==> config.mk <==
export PLATFORM = sky130hd
export DESIGN_NAME = alu_issue_ctrl
export DESIGN_NICKNAME = d
export VERILOG_FILES = /design/src/rtl/alu_issue_ctrl.sv
export SDC_FILE = /design/constraint.sdc
export NUM_CORES = 1
export LEC_CHECK = 0
export ABC_CLOCK_PERIOD_IN_PS = 2350
export BUFFER_PORTS_ARGS = -buffer_cell sky130_fd_sc_hd__buf_4
export CAP_MARGIN = 5
export CORE_AREA = 2 2 100 102
export CTS_BUF_LIST = sky130_fd_sc_hd__clkbuf_16
export CTS_CLUSTER_SIZE = 14
export DETAILED_ROUTE_END_ITERATION = 10
export DIE_AREA = 0 0 102 104
export GPL_ROUTABILITY_DRIVEN = 1
export PLACE_DENSITY_LB_ADDON = 0.12
export SYNTH_ARGS = -nofsm -noshare
export SYNTH_HDL_FRONTEND = slang
export SYNTH_SLANG_ARGS = --single-unit
==> constraint.sdc <==
create_clock -name clk -period 2.35 [get_ports clk]
set_input_delay 0.235 -clock clk [delete_from_list [all_inputs] [get_ports clk]]
set_output_delay 0.235 -clock clk [all_outputs]
set_load 0.005 [all_outputs]
==> src/rtl/alu_issue_ctrl.sv <==
// Decode-and-issue controller for the 32-bit ALU.
// Takes one instruction per in_valid/in_ready handshake and maps it to an ALU operation
// code and operands. Drives those operands from registers, captures the ALU result, and
// returns it on a second out_valid/out_ready handshake. Only one instruction is in flight.
module alu_issue_ctrl #(
  parameter int unsigned WIDTH = 32,
  parameter int unsigned IMM_W = 16
) (
  input  logic             clk,
  input  logic             reset,
  input  logic             in_valid,
  output logic             in_ready,
  input  logic [5:0]       opcode,
  input  logic [5:0]       funct,
  input  logic [WIDTH-1:0] rs_data,
  input  logic [WIDTH-1:0] rt_data,
  input  logic [IMM_W-1:0] imm,
  output logic [3:0]       alu_operation,
  output logic [WIDTH-1:0] alu_a,
  output logic [WIDTH-1:0] alu_b,
  input  logic [WIDTH-1:0] alu_result,
  input  logic             alu_zero,
  output logic             out_valid,
  input  logic             out_ready,
  output logic [WIDTH-1:0] out_result,
  output logic             out_zero,
  output logic             out_illegal
);

  localparam logic [3:0] OpAnd  = 4'b0000;
  localparam logic [3:0] OpOr   = 4'b0001;
  localparam logic [3:0] OpNor  = 4'b0010;
  localparam logic [3:0] OpAdd  = 4'b0011;
  localparam logic [3:0] OpSub  = 4'b0100;
  localparam logic [3:0] OpNone = 4'b1111;

  typedef enum logic [1:0] {StIdle, StExec, StDone} state_e;

  state_e state_q, state_d;

  logic [3:0]       op_q, op_d;
  logic [WIDTH-1:0] a_q, a_d;
  logic [WIDTH-1:0] b_q, b_d;
  logic             illegal_q, illegal_d;
  logic [WIDTH-1:0] result_q, result_d;
  logic             zero_q, zero_d;
  logic             out_illegal_q, out_illegal_d;

  logic [3:0]       dec_op;
  logic [WIDTH-1:0] dec_b;
  logic             dec_illegal;
  logic [WIDTH-1:0] imm_sext;
  logic [WIDTH-1:0] imm_zext;
  logic             accept;

  assign imm_sext = {{(WIDTH - IMM_W){imm[IMM_W-1]}}, imm};
  assign imm_zext = {{(WIDTH - IMM_W){1'b0}}, imm};

  // Instruction decode: operation code and operand B source.
  always_comb begin
    dec_op      = OpNone;
    dec_b       = '0;
    dec_illegal = 1'b0;
    unique case (opcode)
      6'h00: begin
        dec_b = rt_data;
        unique case (funct)
          6'h20, 6'h21: dec_op = OpAdd;
          6'h22, 6'h23: dec_op = OpSub;
          6'h24:        dec_op = OpAnd;
          6'h25:        dec_op = OpOr;
          6'h27:        dec_op = OpNor;
          default:      dec_illegal = 1'b1;
        endcase
      end
      6'h08, 6'h09, 6'h23, 6'h2B: begin
        dec_op = OpAdd;
        dec_b  = imm_sext;
      end
      6'h0C: begin
        dec_op = OpAnd;
        dec_b  = imm_zext;
      end
      6'h0D: begin
        dec_op = OpOr;
        dec_b  = imm_zext;
      end
      6'h04, 6'h05: begin
        dec_op = OpSub;
        dec_b  = rt_data;
      end
      default: dec_illegal = 1'b1;
    endcase
    if (dec_illegal) begin
      dec_op = OpNone;
      dec_b  = '0;
    end
  end

  assign in_ready = (state_q == StIdle);
  assign accept   = in_valid && in_ready;

  // Next-state and datapath register updates.
  always_comb begin
    state_d       = state_q;
    op_d          = op_q;
    a_d           = a_q;
    b_d           = b_q;
    illegal_d     = illegal_q;
    result_d      = result_q;
    zero_d        = zero_q;
    out_illegal_d = out_illegal_q;
    unique case (state_q)
      StIdle: begin
        if (accept) begin
          op_d      = dec_op;
          a_d       = dec_illegal ? '0 : rs_data;
          b_d       = dec_b;
          illegal_d = dec_illegal;
          state_d   = StExec;
        end
      end
      StExec: begin
        // Illegal instructions report a fixed zero result regardless of the ALU.
        result_d      = illegal_q ? '0 : alu_result;
        zero_d        = illegal_q ? 1'b1 : alu_zero;
        out_illegal_d = illegal_q;
        state_d       = StDone;
      end
      StDone: begin
        if (out_ready) state_d = StIdle;
      end
      default: state_d = StIdle;
    endcase
  end

  // State register; synchronous reset wins over any handshake.
  always_ff @(posedge clk) begin
    if (reset) begin
      state_q       <= StIdle;
      op_q          <= OpNone;
      a_q           <= '0;
      b_q           <= '0;
      illegal_q     <= 1'b0;
      result_q      <= '0;
      zero_q        <= 1'b0;
      out_illegal_q <= 1'b0;
    end else begin
      state_q       <= state_d;
      op_q          <= op_d;
      a_q           <= a_d;
      b_q           <= b_d;
      illegal_q     <= illegal_d;
      result_q      <= result_d;
      zero_q        <= zero_d;
      out_illegal_q <= out_illegal_d;
    end
  end

  assign alu_operation = op_q;
  assign alu_a         = a_q;
  assign alu_b         = b_q;
  assign out_valid     = (state_q == StDone);
  assign out_result    = result_q;
  assign out_zero      = zero_q;
  assign out_illegal   = out_illegal_q;

endmodule

==> results of run 1 <==
[cell type report]
| class | count | area, um2 | share of cell area [%] |
|---|---|---|---|
| clock buffer | 9 | 225 | 3.65 |
| clock inverter | 6 | 51.3 | 0.832 |
| inverter | 3 | 11.3 | 0.183 |
| multi-input combinational | 280 | 1780 | 28.9 |
| sequential | 105 | 2100 | 34.1 |
| tap | 133 | 166 | 2.70 |
| timing repair buffer | 242 | 1830 | 29.7 |
[logic make-up (layout without fill, tap and decap cells)]
logic type / after synthesis / count (layout) / synth area share (%)
multiplexers: 1 / 1 / 0.246
flip-flops: 105 / 105 / 51.6
AND/OR/NAND/NOR: 128 / 128 / 16.4
AO/OA/AOI/OAI: 151 / 151 / 26.8
buffers and inverters: 43 / 260 / 5.00
[power by group through the flow]
| stage | clock [mW] | combinational [mW] | sequential, mW |
|---|---|---|---|
| after global placement | 0 | 0.478 | 1.89 |
| after floorplan | 0 | 0.200 | 1.89 |
| final | 1.39 | 0.488 | 1.85 |
| after global routing | 1.49 | 0.534 | 1.85 |
| after detailed placement | 0 | 0.490 | 1.89 |
| after CTS | 1.43 | 0.491 | 1.85 |
[cells in the final DEF (no fill, tap or decap), types with 4 or more instances in the layout]
master     count
nor3b_1       33
buf_4        241
clkbuf_16      9
nand3_1        4
dfxtp_1      105
o21ai_0       19
a222oi_1      16
a211oi_1      17
nand2_1       35
a22o_1        32
a21oi_1       53
nor2_1        39
[routing by layer]
layer | routed length, um | GRT usage [%] | share of wire, % | vias up
li1 | - | - | - | 1993
met1 | 4690 | 25.2 | 40 | 1837
met2 | 5920 | 37.0 | 50 | 172
met3 | 1050 | 5.58 | 8.9 | 18
met4 | 211 | 6.67 | 1.8 | 0
met5 | 0 | 0 | 0 | -
[worst min-delay path by stage]
stage / start / to / slack (ps)
final: rs_data[10] / alu_a[10]$_SDFFE_PP0P_ / 110
after floorplan: reset / state_q[0]$_SDFFE_PP0P_ / 350
after detailed placement: alu_operation[3]$_SDFFE_PP1P_ / alu_operation[3]$_SDFFE_PP1P_ / 440
after global routing: rs_data[15] / alu_a[15]$_SDFFE_PP0P_ / 100
after global placement: alu_operation[3]$_SDFFE_PP1P_ / alu_operation[3]$_SDFFE_PP1P_ / 430
after CTS: rs_data[22] / alu_a[22]$_SDFFE_PP0P_ / 100
[stage by stage]
| stage | total power, mW | worst slack (ps) | utilization, % |
|---|---|---|---|
| floorplan | 2.09 | 637 | - |
| global placement | 2.37 | 470 | 61.7 |
| detailed placement | 2.38 | 405 | 61.7 |
| CTS | 3.77 | 537 | 64.6 |
| global route | 3.88 | 433 | 64.6 |
| finish | 3.73 | 560 | 64.6 |
[registers in the layout, indices dropped and copies added (netlist names)]
register and cells:
alu_a 32, alu_b 32, alu_operation 4, illegal_q 1
out_illegal 1, out_result 32, out_zero 1, state_q 2
==> impl_metrics.py, run 1 <==
metrics = {
    "timing": {
        "fmax_ghz": 0.559,
        "setup_violations": 0,
        "post-route-period-util_pct": 76.2,
        "slew_violations": 0,
        "fin_setup_tns_ps": 0,
        "hold_viol_final": 0,
        "skew_ps": 9.67,
        "worst_pin_slew_ps": 757,
        "holdWs_ps": 107,
        "rsz0062_at_grt": "false",
        "relSlewSlack_pct": 49.4,
        "period_minus_slack_ps": 1790,
    },
    "critical_path": {
        "critPathArrivalTime_ps": 1990,
        "worstSetupEndpointType": "flip-flop",
        "cp_cell_sequence": "or3b_2, nor2_1, o211a_4, a31oi_1",
        "reg2reg_slack_ps": 560,
        "endpoint": "alu_operation[0]$_SDFFE_PP1P_",
        "startpoint": "state_q[1]$_SDFFE_PP0P_",
        "path_class": "flip-flop to flip-flop",
        "cp_max_fo": 33,
        "ff2ff_path_depth": 4,
        "critPathBufInv": 0,
        "reg2reg_to": "alu_operation[0]$_SDFFE_PP1P_",
        "cp_top_family": "simple AND/OR/NAND/NOR gates",
        "max_stage_delay_ps": 490,
        "cp_data_required_time_ps": 2550,
        "path_depth": 4,
        "rr_startpoint": "state_q[1]$_SDFFE_PP0P_",
        "critPathSlowestCell": "or3b_2",
        "cp-start-kind": "flip-flop",
    },
    "global_route": {
        "grt_overflow": 0,
        "grt_pass1_vias": 3845,
        "grt_pass1_wl_um": 18400,
        "antenna_found_initial": 0,
        "grt.total_usage_pct": 21.3,
        "grt_max_degree": 69,
    },
    "synth": {
        "synth_commonest_cells": "105 x dfxtp_1, 53 x a21oi_1, 40 x nor2_1, 35 x nand2_1, 33 x nor3b_1",
        "async_flop_share_pct": 0,
        "yosysTopAreaCell": "dfxtp_1",
        "syn-num-nets": 557,
        "synth_edf_count": 0,
        "synth-seq-area-share_pct": 51.6,
        "synth-seq-cells": 105,
        "synth_area_mm2": 0.00408,
        "synthFlopType": "dfxtp_1",
        "yosys-top-cells-area": "dfxtp_1 52%, a22o_1 6.9%, a21oi_1 6.5%",
        "synth.avg_cell_area_um2": 9.52,
        "synthCells": 428,
        "yosysTopAreaCellShare_pct": 51.6,
        "synth.most_common_cell": "dfxtp_1",
        "ys_types": 42,
        "yosysWarnings": 0,
    },
    "routing": {
        "drc": 0,
        "drt-pass1-iter-count": 8,
        "wire_per_inst_um": 15.3,
        "wl_um": 11900,
        "viasPerCell": 5.17,
        "drt_iter0_markers": 155,
        "antenna_left": 0,
        "vias": 4020,
    },
    "clock_tree": {
        "insertion_delay_ps": 330,
        "cts_tree": "built",
        "cts.sinks": 105,
        "htreeDepth": 3,
        "ctsResizeCount": 0,
        "cts_inserted_buffers": 9,
        "ctsHoldBuffers": 0,
        "cts_max_path_buffers": 2,
        "post_cts_buffers": 0,
        "clk_pin_slew_worst_paths_ps": 80,
        "root_buffer": "clkbuf_16",
    },
    "floorplan": {
        "initial_core_util_pct": 42.7,
        "core-area_mm2": 0.00955,
        "die_x_um": 102,
        "die_area_mm2": 0.0106,
        "fp-row-count": 36,
        "die_y_um": 104,
        "pin_count": 233,
    },
    "layout": {
        "antenna_cells": 0,
        "num-fill-cells": 827,
        "drive_gt1_share_pct": 41.6,
        "fin_cells": 778,
        "nets": 770,
        "stdcell_area_mm2": 0.00617,
        "area_growth_pct": 51.3,
    },
    "power": {
        "p_leak_nw": 2.66,
        "switching_share_pct": 24.4,
        "power.switching_mw": 0.909,
        "p_clk_share_pct": 37.3,
        "intPower_mw": 2.82,
        "combPwrFrac_pct": 13.1,
        "seqPwrFrac_pct": 49.6,
        "vdd_ir_drop_max_uv": 318,
        "power_density_mw_per_mm2": 604,
    },
    "placement": {
        "port_buffers": 232,
        "dp.cells": 763,
        "dp_hpwl_um": 8650,
        "dpl_cell_area_mm2": 0.00589,
        "place_congestion": 0.771,
    },
    "run": {
        "drv_cap": 0,
    },
    "hold_path": {
        "hp-class": "input port to flip-flop",
        "hold_path_depth": 2,
    },
    "run_status": {
        "status": "completed",
    },
}
Note: power is estimated with default switching activity, not from simulation.
==> run 2: changes to the inputs <==
--- a/config.mk
+++ b/config.mk
@@ -5,14 +5,14 @@
 export SDC_FILE = /design/constraint.sdc
 export NUM_CORES = 1
 export LEC_CHECK = 0
-export ABC_CLOCK_PERIOD_IN_PS = 2350
+export ABC_CLOCK_PERIOD_IN_PS = 1540
 export BUFFER_PORTS_ARGS = -buffer_cell sky130_fd_sc_hd__buf_4
 export CAP_MARGIN = 5
-export CORE_AREA = 2 2 100 102
+export CORE_AREA = 2 2 104 106
 export CTS_BUF_LIST = sky130_fd_sc_hd__clkbuf_16
 export CTS_CLUSTER_SIZE = 14
 export DETAILED_ROUTE_END_ITERATION = 10
-export DIE_AREA = 0 0 102 104
+export DIE_AREA = 0 0 106 108
 export GPL_ROUTABILITY_DRIVEN = 1
 export PLACE_DENSITY_LB_ADDON = 0.12
 export SYNTH_ARGS = -nofsm -noshare
==> constraint.sdc (replaced) <==
create_clock -name clk -period 1.54 [get_ports clk]
set_input_delay 0.154 -clock clk [delete_from_list [all_inputs] [get_ports clk]]
set_output_delay 0.154 -clock clk [all_outputs]
set_load 0.005 [all_outputs]
==> impl_metrics.py, run 2 (synthesis results as in run 1) <==
metrics = {
    "power": {
        "combPwrFrac_pct": 13.8,
        "vdd_ir_drop_max_uv": 564,
        "p_leak_nw": 2.81,
        "intPower_mw": 4.55,
        "power_density_mw_per_mm2": 929,
        "p_total_mw": 6.02,
        "switching_share_pct": 24.4,
        "seqPwrFrac_pct": 46.9,
        "p_clk_share_pct": 39.3,
        "power.switching_mw": 1.47,
    },
    "routing": {
        "wire_per_inst_um": 15.4,
        "wl_um": 12400,
        "drt_iter0_markers": 282,
        "vias": 4098,
        "viasPerCell": 5.12,
        "drc": 0,
        "drt-pass1-iter-count": 9,
        "antenna_left": 0,
    },
    "hold_path": {
        "hp-class": "input port to flip-flop",
        "hp-start": "rs_data[8]",
    },
    "global_route": {
        "antenna_found_initial": 0,
        "grt_pass1_wl_um": 19000,
        "grt_overflow": 0,
        "grt_pass1_vias": 3841,
        "grt_max_degree": 49,
        "grt.total_usage_pct": 20.7,
    },
    "placement": {
        "place_ws_ps": -298,
        "place_congestion": 0.793,
        "dp_hpwl_um": 8940,
        "dp.cells": 782,
        "dpl_cell_area_mm2": 0.00609,
        "port_buffers": 232,
    },
    "critical_path": {
        "startpoint": "state_q[1]$_SDFFE_PP0P_",
        "cp_data_required_time_ps": 1760,
        "reg2reg_to": "alu_operation[0]$_SDFFE_PP1P_",
        "worstSetupEndpointType": "flip-flop",
        "endpoint": "alu_operation[0]$_SDFFE_PP1P_",
        "cp-start-kind": "flip-flop",
        "path_class": "flip-flop to flip-flop",
        "critPathArrivalTime_ps": 1720,
        "cp_max_fo": 17,
        "reg2reg_slack_ps": 40,
        "ff2ff_path_depth": 4,
        "rr_startpoint": "state_q[1]$_SDFFE_PP0P_",
    },
    "layout": {
        "nets": 789,
        "layout_common_cells": "251 x buf_4, 104 x dfxtp_1, 53 x a21oi_1",
        "fin_cells": 801,
        "final_util_pct": 63.3,
        "antenna_cells": 0,
        "num-fill-cells": 883,
        "final_common_cell": "buf_4",
        "area_growth_pct": 58.9,
        "drive_gt1_share_pct": 44.2,
        "stdcell_area_mm2": 0.00648,
    },
    "floorplan": {
        "fp-row-count": 37,
        "core-area_mm2": 0.0102,
        "die_x_um": 106,
        "die_area_mm2": 0.0114,
        "initial_core_util_pct": 39.8,
        "pin_count": 233,
        "die_y_um": 108,
    },
    "timing": {
        "slew_violations": 0,
        "setup_violations": 0,
        "fmax_ghz": 0.665,
        "skew_ps": 10.9,
        "relSlewSlack_pct": 70.0,
        "hold_viol_final": 0,
        "worst_pin_slew_ps": 450,
        "period_minus_slack_ps": 1500,
        "holdWs_ps": 15.8,
        "post-route-period-util_pct": 97.6,
        "fin_setup_tns_ps": 0,
        "rsz0062_at_grt": "true",
        "setup_ws_ps": 37.2,
    },
    "clock_tree": {
        "cts_max_path_buffers": 2,
        "clk_pin_slew_worst_paths_ps": 80,
        "insertion_delay_ps": 340,
        "cts.sinks": 105,
        "cts_tree": "built",
        "htreeDepth": 3,
        "root_buffer": "clkbuf_16",
        "cts_inserted_buffers": 9,
    },
    "run": {
        "drv_cap": 0,
    },
    "run_status": {
        "status": "completed",
    },
}
## run 2: changes by cell type in the layout (fill, tap and decap cells not counted), moves of 2 or more
cell and delta:
buf_4 +10, nor3b_2 +2, nor3b_1 -2, buf_12 +6
o21ai_0 -13, o21ai_1 +13
## run 2: cell type report
cell class | instances | area, um2 | area share, %
multi-input cells | 281 | 1820 | 28.1
clock buffers | 9 | 225 | 3.48
flip-flops and latches | 105 | 2100 | 32.5
well taps | 136 | 170 | 2.63
clock inverters | 7 | 86.3 | 1.33
repair buffers | 260 | 2060 | 31.8
inverters | 3 | 11.3 | 0.174
## run 2: timing repair
action / in CTS / in global routing
cloned: 1 / 1
hold buffers: 0 / 0
resized for setup: 2 / 10
buffers inserted: 0 / 1
endpoints found under the setup margin: 33 / 39
pin swaps: 0 / 15
## run 2: metal layers
layer / up-vias / share of wire, % / wire, um / track usage [%]
li1: 2046 / - / - / -
met4: 0 / 1.4 / 171 / 6.02
met5: - / 0 / 0 / 0
met1: 1866 / 41 / 5090 / 25.2
met2: 173 / 49 / 6060 / 35.9
met3: 13 / 8.5 / 1060 / 5.91
## run 2: how the worst min path moves through the flow
stage | end | depth (start not counted) | slack [ps]
after floorplan | state_q[0]$_SDFFE_PP0P_ | 1 | 240
after global placement | alu_a[16]$_SDFFE_PP0P_ | 2 | 360
after detailed placement | alu_a[5]$_SDFFE_PP0P_ | 2 | 370
after CTS | alu_a[15]$_SDFFE_PP0P_ | 2 | 6
after global routing | alu_a[8]$_SDFFE_PP0P_ | 2 | 7
final | alu_a[8]$_SDFFE_PP0P_ | 2 | 20
## run 2: power by group through the flow
stage               registers [mW]  logic, mW  clock network [mW]
finish                        2.83      0.830                2.36
global route                  2.84      0.904                2.53
CTS                           2.83      0.812                2.41
detailed placement            2.89      0.803                   0
global placement              2.89      0.786                   0
floorplan                     2.89      0.319                   0
## run 2: critical path, stage by stage, from the launching register on
cell and delay (ps):
dfxtp_2 320, or3b_4 440, nor2_4 190, o211a_4 320, a31oi_1 120
==> run 3: changes to the inputs <==
--- a/config.mk
+++ b/config.mk
@@ -5,14 +5,15 @@
 export SDC_FILE = /design/constraint.sdc
 export NUM_CORES = 1
 export LEC_CHECK = 0
+export ABC_AREA = 1
 export ABC_CLOCK_PERIOD_IN_PS = 1540
 export BUFFER_PORTS_ARGS = -buffer_cell sky130_fd_sc_hd__buf_4
 export CAP_MARGIN = 5
-export CORE_AREA = 2 2 104 106
+export CORE_AREA = 2 2 112 114
 export CTS_BUF_LIST = sky130_fd_sc_hd__clkbuf_16
 export CTS_CLUSTER_SIZE = 14
 export DETAILED_ROUTE_END_ITERATION = 10
-export DIE_AREA = 0 0 106 108
+export DIE_AREA = 0 0 114 116
 export GPL_ROUTABILITY_DRIVEN = 1
 export PLACE_DENSITY_LB_ADDON = 0.12
 export SYNTH_ARGS = -nofsm -noshare
==> impl_metrics.py, run 3 <==
metrics = {
    "run_status": {
        "status": "completed",
    },
    "timing": {
        "fmax_ghz": 0.740,
        "relSlewSlack_pct": 72.0,
        "period_minus_slack_ps": 1350,
        "slew_violations": 0,
        "skew_ps": 14.5,
        "fin_setup_tns_ps": 0,
        "setup_violations": 0,
        "worst_pin_slew_ps": 420,
        "setup_ws_ps": 189,
        "rsz0062_at_grt": "false",
        "post-route-period-util_pct": 87.7,
        "holdWs_ps": 40.1,
        "hold_viol_final": 0,
    },
    "power": {
        "power_density_mw_per_mm2": 833,
        "p_leak_nw": 2.97,
        "p_total_mw": 5.84,
        "vdd_ir_drop_max_uv": 463,
    },
    "routing": {
        "drc": 0,
        "viasPerCell": 4.94,
        "vias": 4587,
        "wire_per_inst_um": 14.6,
        "drt_iter0_markers": 267,
        "antenna_left": 0,
        "drt-pass1-iter-count": 4,
        "wl_um": 13600,
    },
    "floorplan": {
        "core-area_mm2": 0.0119,
        "initial_core_util_pct": 41.5,
        "die_x_um": 114,
        "die_y_um": 116,
        "fp-row-count": 40,
        "die_area_mm2": 0.0132,
        "pin_count": 233,
    },
    "global_route": {
        "grt_overflow": 0,
        "grt_pass1_vias": 4461,
        "antenna_found_initial": 0,
        "grt_max_degree": 40,
        "grt_pass1_wl_um": 21700,
        "grt.total_usage_pct": 20.6,
    },
    "synth": {
        "synth-seq-area-share_pct": 42.5,
        "synth.avg_cell_area_um2": 8.82,
        "async_flop_share_pct": 0,
        "syn-num-nets": 690,
        "yosysWarnings": 0,
        "synth_edf_count": 0,
        "synth_top_family_by_area": "simple AND/OR/NAND/NOR gates",
        "synthFlopType": "dfxtp_1",
        "synth_fa_ha_area_share_pct": 0,
        "synth.most_common_cell": "nand2_1",
        "synth_area_mm2": 0.00495,
        "synthCells": 561,
        "yosys.area_share.simple_pct": 32.4,
        "synth_commonest_cells": "156 x nand2_1, 105 x dfxtp_1, 63 x nand3_2, 60 x a21oi_2, 38 x nor2_1",
        "synth-seq-cells": 105,
        "yosysTopAreaCellShare_pct": 42.5,
        "ys_types": 29,
        "synthMuxAreaShare_pct": 0,
        "yosys-top-cells-area": "dfxtp_1 42%, nand3_2 13%, nand2_1 12%",
        "yosysTopAreaCell": "dfxtp_1",
        "yosys.area_share.xor_xnor_pct": 0,
        "synth_compound_area_share_pct": 17.1,
    },
    "critical_path": {
        "cp_max_fo": 28,
        "rr_startpoint": "state_q[0]$_SDFFE_PP0P_",
        "cp_data_required_time_ps": 1810,
        "worstSetupEndpointType": "flip-flop",
        "critPathArrivalTime_ps": 1620,
        "cp-start-kind": "flip-flop",
        "startpoint": "state_q[0]$_SDFFE_PP0P_",
        "path_class": "flip-flop to flip-flop",
    },
    "clock_tree": {
        "clk_pin_slew_worst_paths_ps": 70,
        "cts_max_path_buffers": 2,
        "ctsResizeCount": 0,
        "cts_tree": "built",
        "cts.sinks": 105,
        "ctsHoldBuffers": 0,
        "cts_inserted_buffers": 9,
        "htreeDepth": 3,
        "insertion_delay_ps": 350,
        "root_buffer": "clkbuf_16",
        "post_cts_buffers": 0,
    },
    "placement": {
        "port_buffers": 232,
        "place_congestion": 0.790,
        "dp_hpwl_um": 9910,
        "dp.cells": 913,
        "dpl_cell_area_mm2": 0.00675,
        "place_ws_ps": 131,
    },
    "run": {
        "drv_cap": 0,
    },
    "layout": {
        "layout_common_cells": "240 x buf_4, 156 x nand2_1, 105 x dfxtp_1",
        "multi_input_area_mm2": 0.00245,
        "drive_gt1_share_pct": 51.4,
        "antenna_cells": 0,
        "fin_cells": 929,
        "final_util_pct": 58.9,
        "final_common_cell": "buf_4",
        "nets": 906,
        "seqCellArea_mm2": 0.00210,
        "num-fill-cells": 1102,
        "stdcell_area_mm2": 0.00702,
        "area_growth_pct": 41.8,
    },
    "hold_path": {
        "hp-class": "input port to flip-flop",
        "hp-start": "alu_result[24]",
    },
}
run 3: cell types whose count changed after synthesis, moves of 32 or more:
cell	delta
nand3_2	+63
nand2_1	+121
a22oi_1	+32
nor3b_1	-33
a22o_1	-32
a21oi_2	+60
a21oi_1	-40
run 3: worst paths after layout:
kind / end / slack (ps) / cells after the start
setup / recovery: alu_b[21]$_SDFFE_PP0P_ / 190 / 6
hold / removal: out_result[24]$_SDFFE_PP0N_ / 40 / 3
setup reg to reg: alu_b[21]$_SDFFE_PP0P_ / 190 / 6
hold reg to reg: alu_b[24]$_SDFFE_PP0P_ / 470 / 2
run 3: layer usage:
metal	up-vias	track usage [%]	share of wire [%]
met1	2110	24.5	41
met4	0	8.70	2.5
met2	158	35.2	49
li1	2295	-	-
met5	-	0	0
met3	24	5.44	7.5
run 3: kinds of logic (layout without fill, tap and decap cells):
logic type,after synthesis,count (layout)
AND/OR/NAND/NOR,292,292
buffers and inverters,56,277
flip-flops,105,105
AO/OA/AOI/OAI,108,108
run 3: power by group:
part	internal, mW	total [mW]	switching (mW)
clock	1.08	2.07	0.986
sequential	2.79	2.83	0.0415
combinational	0.456	0.948	0.492
run 3: final cells by class:
cell class | instances | share of cell area (%)
clock inverters | 7 | 0.553
flip-flops and latches | 105 | 30.0
multi-input cells | 400 | 35.0
inverters | 13 | 0.731
clock buffers | 9 | 3.21
repair buffers | 248 | 28.0
well taps | 147 | 2.62
run 3: critical path, stage by stage (launching register included):
cell	delay (ps)
dfxtp_1	370
nor2_4	110
nand2_2	110
inv_4	200
buf_12	240
nand3_2	100
a21oi_2	130
